--- config.mk ---
export PLATFORM = sky130hd
export DESIGN_NAME = keypad_scan
export DESIGN_NICKNAME = d
export VERILOG_FILES = /design/src/rtl/keypad_scan.sv
export SDC_FILE = /design/constraint.sdc
export NUM_CORES = 1
export LEC_CHECK = 0
export BUFFER_PORTS_ARGS = -buffer_cell sky130_fd_sc_hd__buf_2
export CAP_MARGIN = 40
export CORE_ASPECT_RATIO = 1.4
export CORE_MARGIN = 1
export CORE_UTILIZATION = 45
export CTS_CLUSTER_SIZE = 40
export DETAILED_ROUTE_END_ITERATION = 8
export GPL_ROUTABILITY_DRIVEN = 0
export SYNTH_ARGS = -nofsm -noshare
export SYNTH_HDL_FRONTEND = slang
export SYNTH_SLANG_ARGS = --single-unit
export TNS_END_PERCENT = 10
--- constraint.sdc ---
create_clock -name clk -period 6.75 [get_ports clk]
set_input_delay 0.675 -clock clk [delete_from_list [all_inputs] [get_ports clk]]
set_output_delay 0.675 -clock clk [all_outputs]
set_load 0.05 [all_outputs]
--- src/rtl/keypad_scan.sv ---
// 4x4 matrix keypad scanner: row strobe, 2-FF column sync, frame debounce,
// ghost rejection and a small key-code FIFO with sticky overflow.
module keypad_scan #(
    parameter int SCAN_DIV     = 100000,
    parameter int DEBOUNCE_CNT = 4,
    parameter int FIFO_DEPTH   = 4
) (
    input  logic       clk,
    input  logic       rst_n,
    output logic [3:0] row_o,
    input  logic [3:0] col_i,
    output logic       key_valid_o,
    output logic [3:0] key_code_o,
    input  logic       key_ready_i,
    output logic       key_pressed_o,
    output logic       overflow_o,
    input  logic       clr_ovf_i
);

    localparam int DW = (SCAN_DIV > 1) ? $clog2(SCAN_DIV) : 1;
    localparam int CW = $clog2(DEBOUNCE_CNT + 1);
    localparam int AW = $clog2(FIFO_DEPTH);

    typedef enum logic {
        ST_BOUNCE,
        ST_STABLE
    } state_t;

    logic [3:0]    r_sync1;
    logic [3:0]    r_sync2;
    logic [DW-1:0] r_div;
    logic [1:0]    r_row;
    logic [15:0]   r_snap;
    logic          r_fe;
    logic [15:0]   r_prev;
    logic [CW-1:0] r_cnt;
    state_t        r_state;
    logic [15:0]   r_deb;
    logic          r_pressed;
    logic [3:0]    r_mem [FIFO_DEPTH];
    logic [AW:0]   r_wptr;
    logic [AW:0]   r_rptr;
    logic          r_ovf;

    logic          w_tick;
    state_t        w_state_nxt;
    logic [CW-1:0] w_cnt_nxt;
    logic          w_cand;
    logic          w_multi;
    logic          w_accept;
    logic          w_event;
    logic [3:0]    w_code;
    logic          w_empty;
    logic          w_full;
    logic          w_pop;
    logic          w_push;
    logic          w_drop;

    // Columns are inverted on entry so that 1 means pressed.
    always_ff @(posedge clk) begin
        if (!rst_n) begin
            r_sync1 <= '0;
            r_sync2 <= '0;
        end else begin
            r_sync1 <= ~col_i;
            r_sync2 <= r_sync1;
        end
    end

    assign w_tick = (r_div == DW'(SCAN_DIV - 1));

    always_ff @(posedge clk) begin
        if (!rst_n) begin
            r_div <= '0;
            r_row <= 2'd0;
        end else if (w_tick) begin
            r_div <= '0;
            r_row <= r_row + 2'd1;
        end else begin
            r_div <= r_div + DW'(1);
        end
    end

    assign row_o = ~(4'b0001 << r_row);

    always_ff @(posedge clk) begin
        if (!rst_n) begin
            r_snap <= '0;
            r_fe   <= 1'b0;
        end else begin
            r_fe <= w_tick && (r_row == 2'd3);
            if (w_tick) begin
                r_snap[{r_row, 2'b00} +: 4] <= r_sync2;
            end
        end
    end

    always_ff @(posedge clk) begin
        if (!rst_n) begin
            r_state <= ST_BOUNCE;
            r_cnt   <= '0;
            r_prev  <= '0;
        end else begin
            r_state <= w_state_nxt;
            r_cnt   <= w_cnt_nxt;
            if (r_fe) begin
                r_prev <= r_snap;
            end
        end
    end

    always_comb begin
        w_state_nxt = r_state;
        w_cnt_nxt   = r_cnt;
        if (r_fe) begin
            if (r_snap != r_prev) begin
                w_state_nxt = ST_BOUNCE;
                w_cnt_nxt   = '0;
            end else begin
                if (r_cnt != CW'(DEBOUNCE_CNT)) begin
                    w_cnt_nxt = r_cnt + CW'(1);
                end
                if ((r_state == ST_BOUNCE) &&
                    (w_cnt_nxt == CW'(DEBOUNCE_CNT))) begin
                    w_state_nxt = ST_STABLE;
                end
            end
        end
    end

    // A frame becomes a candidate only on the BOUNCE->STABLE transition.
    always_comb begin
        w_cand   = (r_state == ST_BOUNCE) && (w_state_nxt == ST_STABLE);
        w_multi  = |(r_snap & (r_snap - 16'd1));
        w_accept = w_cand && !w_multi;
        w_event  = w_accept && |(r_snap & ~r_deb);
        w_code   = '0;
        for (int i = 0; i < 16; i++) begin
            if (r_snap[i]) begin
                w_code = 4'(i);
            end
        end
    end

    always_ff @(posedge clk) begin
        if (!rst_n) begin
            r_deb     <= '0;
            r_pressed <= 1'b0;
        end else begin
            r_pressed <= |r_deb;
            if (w_accept) begin
                r_deb <= r_snap;
            end
        end
    end

    assign key_pressed_o = r_pressed;

    assign w_empty = (r_wptr == r_rptr);
    assign w_full  = (r_wptr[AW] != r_rptr[AW]) &&
                     (r_wptr[AW-1:0] == r_rptr[AW-1:0]);
    assign w_pop   = !w_empty && key_ready_i;
    // A pop in the same cycle frees the slot the push needs.
    assign w_push  = w_event && (!w_full || w_pop);
    assign w_drop  = w_event && w_full && !w_pop;

    always_ff @(posedge clk) begin
        if (!rst_n) begin
            r_wptr <= '0;
            r_rptr <= '0;
            for (int i = 0; i < FIFO_DEPTH; i++) begin
                r_mem[i] <= '0;
            end
        end else begin
            if (w_push) begin
                r_mem[r_wptr[AW-1:0]] <= w_code;
                r_wptr <= r_wptr + (AW+1)'(1);
            end
            if (w_pop) begin
                r_rptr <= r_rptr + (AW+1)'(1);
            end
        end
    end

    assign key_valid_o = !w_empty;
    assign key_code_o  = r_mem[r_rptr[AW-1:0]];

    always_ff @(posedge clk) begin
        if (!rst_n) begin
            r_ovf <= 1'b0;
        end else if (w_drop) begin
            r_ovf <= 1'b1;
        end else if (clr_ovf_i) begin
            r_ovf <= 1'b0;
        end
    end

    assign overflow_o = r_ovf;

endmodule

==> results of run 1 <==
-- kinds of logic after synthesis --
family,after synthesis,share of synthesized area [%]
XOR/XNOR,38,6.673
buffers and inverters,51,4.014
AO/OA/AOI/OAI,69,8.505
AND/OR/NAND/NOR,260,26.12
flip-flops,106,45.76
multiplexers,24,5.820
adder cells (fa/ha/maj),13,3.111
-- state kept, by name (all words and copies together), names as in the netlist, named ones only --
| name | flops |
|---|---|
| r_wptr | 3 |
| overflow_o | 1 |
| r_snap | 16 |
| r_deb | 16 |
| r_div | 17 |
| r_sync1 | 4 |
| r_sync2 | 4 |
| key_pressed_o | 1 |
| r_fe | 1 |
| r_cnt | 3 |
| r_state | 1 |
| r_mem | 16 |
| r_prev | 16 |
| r_row | 2 |
| r_rptr | 3 |
-- synthesized netlist by cell type (2+ instances only) --
library cell	instances	area, µm²
edfxtp_1	16	480.5
nand3_1	51	255.2
nor2b_1	7	43.79
buf_2	4	20.02
mux4_2	4	90.09
or3b_2	2	17.52
and3_1	8	50.05
a221oi_1	2	17.52
and2_1	8	50.05
nand2b_1	15	93.84
o21ai_0	20	100.1
dfxtp_1	90	1802
a21oi_1	27	135.1
clkbuf_1	25	93.84
o31ai_1	4	30.03
xnor2_1	25	219.0
mux2i_1	20	200.2
inv_1	16	60.06
or3_1	2	12.51
xor2_1	13	113.9
nand3b_1	2	15.01
ha_1	10	125.1
o2111a_1	3	33.78
nor3_1	7	35.03
maj3_1	3	30.03
nor4_1	9	56.30
nor4_4	3	63.81
nand4_1	10	62.56
nand2_1	56	210.2
nor2_1	74	277.8
a21boi_0	2	15.01
o41ai_1	2	17.52
buf_1	5	18.77
-- report_power, final --
part           leakage [nW]  total, mW  switching (mW)  internal (mW)
clock                 0.155      0.548           0.250          0.297
sequential            0.889      0.651         0.00468          0.647
combinational         0.833     0.0249          0.0181        0.00672
total                  1.88       1.22           0.273          0.951
-- stage by stage --
stage / utilization [%] / total power [mW] / worst slack, ns / instance area (µm²)
finish: 50.57 / 1.224 / 3.460 / 5466
global route: 50.57 / 1.268 / 3.198 / 5466
CTS: 50.57 / 1.238 / 3.458 / 5466
detailed placement: 47.63 / 0.6918 / 3.474 / 5149
global placement: 47.58 / 0.6912 / 3.498 / 5144
floorplan: - / 0.6826 / 3.748 / 4987
-- layer usage --
layer,share of wire [%],vias to the layer above,GRT usage (%),wire [µm]
met2,53,72,36.54,5611
met1,41,1826,21.64,4383
li1,-,1941,-,-
met3,2.8,22,2.938,300
met4,2.8,0,10.55,293
met5,0,-,0,0
-- cell type report --
class / instances / share of cell area (%)
clock buffers: 9 / 4.120
repair buffers: 23 / 2.289
well taps: 141 / 3.227
inverters: 16 / 1.099
flip-flops and latches: 106 / 41.75
multi-input cells: 404 / 45.82
clock inverters: 7 / 1.694
-- worst register-to-register path, delay by kind of cell, from the launching register on --
family                     cells  cell delay [ns]
AOI/OAI and AO/OA              1             0.35
adders and majority gates      1             0.23
buffers and inverters          1             0.07
DFF                            1             0.42
and+or+nand+nor                6             1.92
-- final timing paths --
kind                                  from           to  slack, ns  cells after the start
worst max register to register    r_cnt[0]  r_mem[2][0]       3.46                      9
worst min register to register  r_sync1[1]   r_sync2[1]       0.44                      1
worst max-delay path              r_cnt[0]  r_mem[2][0]       3.46                      9
worst min-delay path            r_sync1[1]   r_sync2[1]       0.44                      1
==> results.py, run 1 <==
metrics = {
    "drt": {
        "viasPerCell": 5.469,
        "routed_wl_mm": 10.59,
        "drt-initial-drc-count": 192,
        "num_vias": 3861,
        "final_antenna_net_count": 0,
        "first_pass_iters": 4,
        "wl_per_cell_um": 15.00,
        "drc": 0,
    },
    "clock_tree": {
        "post_cts_resized": 0,
        "htreeDepth": 3,
        "clock_latency_ns": 0.36,
        "clkTransAtPathRegs_ns": 0.08,
        "cts_buffers": 9,
        "clockBufferDepth": 2,
        "postCtsSetupBuffers": 0,
        "cts_root_buffer": "clkbuf_16",
        "cts_tree": "done",
        "cts_hold_buffers": 0,
        "clock-sinks": 106,
    },
    "synthesis": {
        "syn_inst": 561,
        "synth_edf_count": 16,
        "yosys_register_bits": 106,
        "async_flop_share_pct": 0,
        "avgSynthCellArea_um2": 8.890,
        "syn_area_um2": 4987,
        "synth_warnings": 0,
        "synth_ff_type": "dfxtp_1",
        "ys_seq_area_share_pct": 45.76,
        "synth_nets": 579,
        "ys_types": 49,
    },
    "timing": {
        "skew_ns": 0.01165,
        "hold-worst-slack_ns": 0.4364,
        "tns_ns": 0,
        "hold_viol": 0,
        "setup_viol": 0,
        "rsz0062_at_grt": "no",
        "min_period_ns": 3.290,
        "max_slew.worst_pin.slew_ns": 0.7382,
        "fin_crit_sh_pct": 48.74,
        "max_freq_mhz": 304.0,
        "slew_viol_final": 0,
        "worst_slew_margin_rel_pct": 50.79,
    },
    "global_route": {
        "grt_pass1_wl_mm": 17.90,
        "antenna_found_initial": 0,
        "grt_start_max_net_pins": 52,
        "grt_pass1_vias": 3768,
        "grt_overflow_total": 0,
        "grt_util_all_layers_pct": 19.78,
    },
    "worst_setup_path": {
        "slowest_stage": "or4b_4",
        "path_max_fanout": 9,
        "crit_buf_inv": 1,
        "cp-end-kind": "flip-flop",
        "worstPathCellList": "inv_1 > ha_1 > or3b_2 > a311oi_1 > nand2_1 > or4b_4 > nor4_4 > nand3b_1 > nand2_1",
        "crit_top_cell": "nand2_1",
        "cp.required_ns": 6.80,
        "cp.arrival_ns": 3.34,
        "max_stage_delay_ns": 0.54,
        "path_delay_family": "simple AND/OR/NAND/NOR gates",
        "crit_type": "reg2reg",
        "startpoint_type": "flip-flop",
    },
    "floorplan": {
        "core_um2": 10810,
        "fp-row-count": 45,
        "die_y_um": 126.6,
        "dieArea_um2": 11510,
        "start_util_pct": 46.13,
        "boundaryPins": 19,
        "dieWidth_um": 90.98,
    },
    "placed_design": {
        "placed_cells": 690,
        "place.port_buffers": 18,
        "dp_hpwl_mm": 7.505,
    },
    "finish": {
        "layout_commonest_cell": "dfxtp_1",
        "fin_cells": 706,
        "num-fill-cells": 1040,
        "ff_latch_area_um2": 2282,
        "nets": 578,
        "diodes": 0,
        "synthToLayoutAreaGrowth_pct": 9.609,
        "multi_input_area_um2": 2505,
        "mostFrequentLayoutCells": "dfxtp_1, nor2_1, nand2_1",
        "drive_above_1_share_pct": 9.027,
    },
    "hold_path": {
        "hold_class": "reg2reg",
    },
    "run_status": {
        "status": "finished, final reports clean",
    },
    "pwr": {
        "cellLeakagePower_nw": 1.878,
        "ir_drop_uv": 134.7,
        "power_per_cell_area_nw_per_um2": 223.9,
    },
    "job": {
        "maxCapViolCount": 0,
    },
}
Note: power is estimated with default switching activity, not from simulation.
==> run 2: changes to the inputs <==
clock period = 3.03 ns   (was 6.75 ns; I/O delays follow)
==> run 2 against run 1 <==
  * Clock skew about the same
  * Combinational power up 140%
  * First-iteration DRC count up 8.9%
  * Critical path depth down 1
  * Global-route usage up 0.72 points
  * Design area up 4.0%
  * Flip-flop and latch count unchanged
  * Largest cell class unchanged
  * Largest power group unchanged
==> results.py, run 2 (same netlist as run 1, synthesis figures left out) <==
metrics = {
    "worst_setup_path": {
        "crit_top_cell": "nor4_4",
        "r2r_start": "r_snap[8]",
        "crit_type": "reg2reg",
        "worstReg2RegEnd": "r_mem[3][2]",
        "max_stage_delay_ns": 0.54,
        "worstPathCellList": "nor4_4 > nand4_1 > o32a_1 > or4b_4 > nor4_4 > buf_4 > nand3_1 > nand2_2",
        "cp.arrival_ns": 2.92,
        "reg2reg_slack_ns": 0.17,
        "path_max_fanout": 8,
        "r2r_cells": 8,
        "cp.required_ns": 3.09,
        "crit_buf_inv": 1,
        "path_delay_family": "simple AND/OR/NAND/NOR gates",
        "cp-end-kind": "flip-flop",
        "slowest_stage": "or4b_4",
        "startpoint_type": "flip-flop",
    },
    "drt": {
        "wl_per_cell_um": 14.95,
        "final_antenna_net_count": 0,
        "drt-initial-drc-count": 209,
        "num_vias": 3924,
        "drc": 0,
        "viasPerCell": 5.346,
        "routed_wl_mm": 10.97,
        "first_pass_iters": 4,
    },
    "placed_design": {
        "place.port_buffers": 18,
        "placed_cell_area_um2": 5361,
        "dp_slack_ns": 0.02106,
        "dp_hpwl_mm": 8.027,
    },
    "global_route": {
        "grtUsageMet2_pct": 37.48,
        "grt_util_all_layers_pct": 20.50,
        "use_met1_pct": 22.60,
        "grt_pass1_wl_mm": 18.56,
        "grt_pass1_vias": 3911,
        "top_usage_layer": "met2",
        "use_met3_pct": 3.657,
        "antenna_found_initial": 0,
        "grt_start_max_net_pins": 48,
        "grt_overflow_total": 0,
    },
    "clock_tree": {
        "clkTransAtPathRegs_ns": 0.08,
        "cts_hold_buffers": 0,
        "clock_latency_ns": 0.35,
        "cts_root_buffer": "clkbuf_16",
        "htreeDepth": 3,
        "clock-sinks": 106,
        "clockBufferDepth": 2,
        "postCtsSetupBuffers": 0,
        "cts_tree": "done",
        "cts_buffers": 9,
    },
    "pwr": {
        "clockPowerShare_pct": 43.2,
        "power_per_cell_area_nw_per_um2": 467.2,
        "switching_share_pct": 22.63,
        "pwr-share-seq_pct": 54.6,
        "power_mw": 2.656,
        "combPwrFrac_pct": 2.2,
        "p_int_mw": 2.055,
        "ir_drop_uv": 249.0,
        "switching_power_uw": 601.0,
        "cellLeakagePower_nw": 2.010,
    },
    "timing": {
        "slew_viol_final": 0,
        "max_slew.worst_pin.slew_ns": 0.7629,
        "tns_ns": 0,
        "max_freq_mhz": 349.8,
        "rsz0062_at_grt": "no",
        "hold_viol": 0,
        "min_period_ns": 2.859,
        "fin_crit_sh_pct": 94.34,
        "worst_slack_ns": 0.1714,
        "worst_slew_margin_rel_pct": 48.67,
        "setup_viol": 0,
        "skew_ns": 0.01208,
    },
    "floorplan": {
        "die_y_um": 126.6,
        "dieArea_um2": 11510,
        "core_um2": 10810,
        "boundaryPins": 19,
        "start_util_pct": 46.13,
        "fp-row-count": 45,
        "dieWidth_um": 90.98,
    },
    "hold_path": {
        "hp-start": "col_i[2]",
        "worstHoldPathCells": 2,
        "hold_path_end": "r_sync1[2]",
        "hold_class": "in2reg",
    },
    "job": {
        "maxCapViolCount": 0,
    },
    "finish": {
        "layout_commonest_cell": "dfxtp_1",
        "diodes": 0,
        "mostFrequentLayoutCells": "dfxtp_1, nor2_1, nand2_1",
        "largest_reg_flops": 17,
        "fin_area_um2": 5685,
        "nets": 606,
        "drive_above_1_share_pct": 14.33,
        "top_register": "r_div",
        "synthToLayoutAreaGrowth_pct": 14.00,
    },
    "run_status": {
        "status": "finished, final reports clean",
    },
}
==> run 2: through the flow <==
step	cells	util, %	hold WS, ns
6_report	734	52.59	0.08952
5_1_grt	734	52.59	0.08335
4_1_cts	734	52.38	0.08138
3_5_place_dp	718	49.59	0.4225
3_3_place_gp	718	49.59	0.4193
2_1_floorplan	561	-	0.3697
==> run 2: routing by layer <==
layer	vias to the layer above	share of wire, %
li1	1990	-
met4	0	2.9
met3	21	2.6
met2	60	53
met5	-	0
met1	1853	42
==> run 2: worst max path at each step <==
stage | cells past startpoint | slack, ns | from | to
floorplan | 9 | 0.03 | r_cnt[0] | r_mem[3][0]
finish | 8 | 0.17 | r_snap[8] | r_mem[3][2]
CTS | 10 | 0.07 | r_cnt[0] | r_mem[3][2]
detailed placement | 10 | 0.02 | r_cnt[0] | r_mem[3][3]
global placement | 10 | 0.09 | r_cnt[0] | r_mem[3][0]
global route | 8 | 0.007 | r_snap[8] | r_mem[3][2]
==> run 2: worst register-to-register path, stage by stage, from the launching register on <==
cell and delay (ns):
dfxtp_1 0.44, nor4_4 0.43, nand4_1 0.20, o32a_1 0.35, or4b_4 0.54, nor4_4 0.21, buf_4 0.18, nand3_1 0.09
nand2_2 0.13
==> run 2: area by class of cell <==
cell class / count / area (µm²)
timing repair buffer: 51 / 341.6
sequential: 106 / 2285
inverter: 16 / 60.06
tap: 141 / 176.4
fill: 1036 / 5125
clock inverter: 6 / 56.30
clock buffer: 10 / 239.0
multi-input combinational: 404 / 2527
==> run 2: power by group through the flow <==
| stage | Sequential [mW] | Combinational, mW | Clock, mW |
|---|---|---|---|
| 2_1_floorplan | 1.48 | 0.0412 | 0 |
| 3_3_place_gp | 1.48 | 0.0583 | 0 |
| 3_5_place_dp | 1.48 | 0.0597 | 0 |
| 4_1_cts | 1.45 | 0.0594 | 1.18 |
| 5_1_grt | 1.45 | 0.0651 | 1.23 |
| 6_report | 1.45 | 0.0590 | 1.15 |
==> run 2: what timing repair did <==
action	in CTS	in global routing
endpoints found under the setup margin	1	26
pin swaps	0	1
gates resized for setup	1	8
cloned	0	0
==> run 3: changes to the inputs <==
MAX_ROUTING_LAYER = met4   (was not set)
==> run 3 against run 2 <==
  * Core utilization did not move
  * Hold slack improved by 0.0030 ns
  * Flip-flop and latch count unchanged
  * Via count about the same
  * Combinational power hardly changed
  * Cell count unchanged
  * Clock-buffer cell count unchanged
  * Maximum frequency is 0.22% higher
  * Register-to-register slack hardly changed
  * Non-clock buffer count did not move
  * Design area unchanged
  * Largest cell class unchanged
  * Largest power group unchanged
==> results.py, run 3 (same netlist as run 1, synthesis figures left out) <==
metrics = {
    "worst_setup_path": {
        "crit_type": "reg2reg",
        "crit_top_cell": "nor4_4",
        "startpoint_type": "flip-flop",
        "slowest_stage": "or4b_4",
        "path_max_fanout": 8,
        "path_delay_family": "simple AND/OR/NAND/NOR gates",
        "worstPathCellList": "nor4_4 > nand4_1 > o32a_1 > or4b_4 > nor4_4 > buf_4 > nand3_1 > nand2_2",
        "crit_buf_inv": 1,
        "cp.arrival_ns": 2.91,
        "cp-end-kind": "flip-flop",
        "cp.required_ns": 3.09,
        "max_stage_delay_ns": 0.54,
    },
    "finish": {
        "diodes": 0,
        "ff_latch_area_um2": 2285,
        "drive_above_1_share_pct": 14.33,
        "num-fill-cells": 1036,
        "largest_reg_flops": 17,
        "synthToLayoutAreaGrowth_pct": 14.00,
        "layout_commonest_cell": "dfxtp_1",
        "multi_input_area_um2": 2527,
        "nets": 606,
        "top_register": "r_div",
        "mostFrequentLayoutCells": "dfxtp_1, nor2_1, nand2_1",
    },
    "clock_tree": {
        "clock_latency_ns": 0.35,
        "postCtsSetupBuffers": 0,
        "cts_tree": "done",
        "clock-sinks": 106,
        "cts_root_buffer": "clkbuf_16",
        "htreeDepth": 3,
        "clkTransAtPathRegs_ns": 0.08,
        "cts_hold_buffers": 0,
        "cts_buffers": 9,
        "clockBufferDepth": 2,
    },
    "floorplan": {
        "core_um2": 10810,
        "dieWidth_um": 90.98,
        "die_y_um": 126.6,
        "dieArea_um2": 11510,
        "fp-row-count": 45,
        "start_util_pct": 46.13,
        "boundaryPins": 19,
    },
    "timing": {
        "worst_slew_margin_rel_pct": 49.30,
        "max_slew.worst_pin.slew_ns": 0.7535,
        "slew_viol_final": 0,
        "hold_viol": 0,
        "rsz0062_at_grt": "no",
        "min_period_ns": 2.852,
        "max_freq_mhz": 350.6,
        "fin_crit_sh_pct": 94.14,
        "tns_ns": 0,
        "setup_viol": 0,
        "skew_ns": 0.01156,
    },
    "drt": {
        "num_vias": 3923,
        "drc": 0,
        "first_pass_iters": 4,
        "wl_per_cell_um": 14.97,
        "drt-initial-drc-count": 206,
        "final_antenna_net_count": 0,
        "viasPerCell": 5.345,
        "routed_wl_mm": 10.99,
    },
    "global_route": {
        "grt_pass1_wl_mm": 18.57,
        "antenna_found_initial": 0,
        "grt_pass1_vias": 3917,
        "grt_util_all_layers_pct": 21.17,
        "grt_overflow_total": 0,
        "grt_start_max_net_pins": 48,
    },
    "pwr": {
        "power_per_cell_area_nw_per_um2": 466.8,
        "ir_drop_uv": 249.3,
        "power_mw": 2.654,
        "cellLeakagePower_nw": 2.010,
    },
    "run_status": {
        "status": "finished, final reports clean",
    },
    "placed_design": {
        "dp_hpwl_mm": 8.027,
        "place.port_buffers": 18,
    },
    "hold_path": {
        "hold_class": "in2reg",
    },
    "job": {
        "maxCapViolCount": 0,
    },
}
-- run 3: cell counts in the layout (fill, tap and decap cells not counted) --
No cell type changed its count.
-- run 3: stage by stage --
| stage | instances | hold slack [ns] | instance area, µm² | util [%] | setup slack, ns |
|---|---|---|---|---|---|
| after floorplan | 561 | 0.3697 | 4987 | - | 0.02849 |
| after global placement | 718 | 0.4193 | 5361 | 49.59 | 0.09168 |
| after detailed placement | 718 | 0.4225 | 5361 | 49.59 | 0.02106 |
| after CTS | 734 | 0.08138 | 5663 | 52.38 | 0.06884 |
| after global routing | 734 | 0.08369 | 5685 | 52.59 | 0.001253 |
| final | 734 | 0.09248 | 5685 | 52.59 | 0.1777 |
-- run 3: power by group --
group	total, mW	internal, mW	switching, mW	leakage [nW]
sequential	1.45	1.44	0.0101	0.889
clock	1.14	0.597	0.547	0.143
combinational	0.0590	0.0169	0.0421	0.977
total	2.65	2.06	0.599	2.01
-- run 3: layout make-up --
cell class,instances,area share [%]
flip-flops and latches,106,40.18
multi-input cells,404,44.45
clock buffers,10,4.203
inverters,16,1.056
repair buffers,51,6.008
well taps,141,3.103
clock inverters,6,0.9903
-- run 3: what timing repair did --
action | 4_1_cts | 5_1_grt
endpoints found under the setup margin | 1 | 26
pin swaps | 0 | 1
resized for setup | 1 | 8
-- run 3: worst paths after layout --
check / startpoint / endpoint / slack (ns) / depth (start not counted)
max: r_snap[8] / r_mem[3][2] / 0.18 / 8
min: col_i[2] / r_sync1[2] / 0.09 / 2
max reg2reg: r_snap[8] / r_mem[3][2] / 0.18 / 8
min reg2reg: r_sync1[3] / r_sync2[3] / 0.44 / 1
-- run 3: layer usage --
metal	part of all wire (%)	vias up	GRT usage, %
met5	0	-	-
met4	2.6	0	11.48
met3	2.4	22	3.118
met2	53	59	37.52
met1	42	1851	22.60
li1	-	1991	-
-- run 3: worst register-to-register path: stages (launching register included) --
cell	delay [ns]
dfxtp_1	0.43
nor4_4	0.43
nand4_1	0.20
o32a_1	0.35
or4b_4	0.54
nor4_4	0.21
buf_4	0.18
nand3_1	0.09
nand2_2	0.13
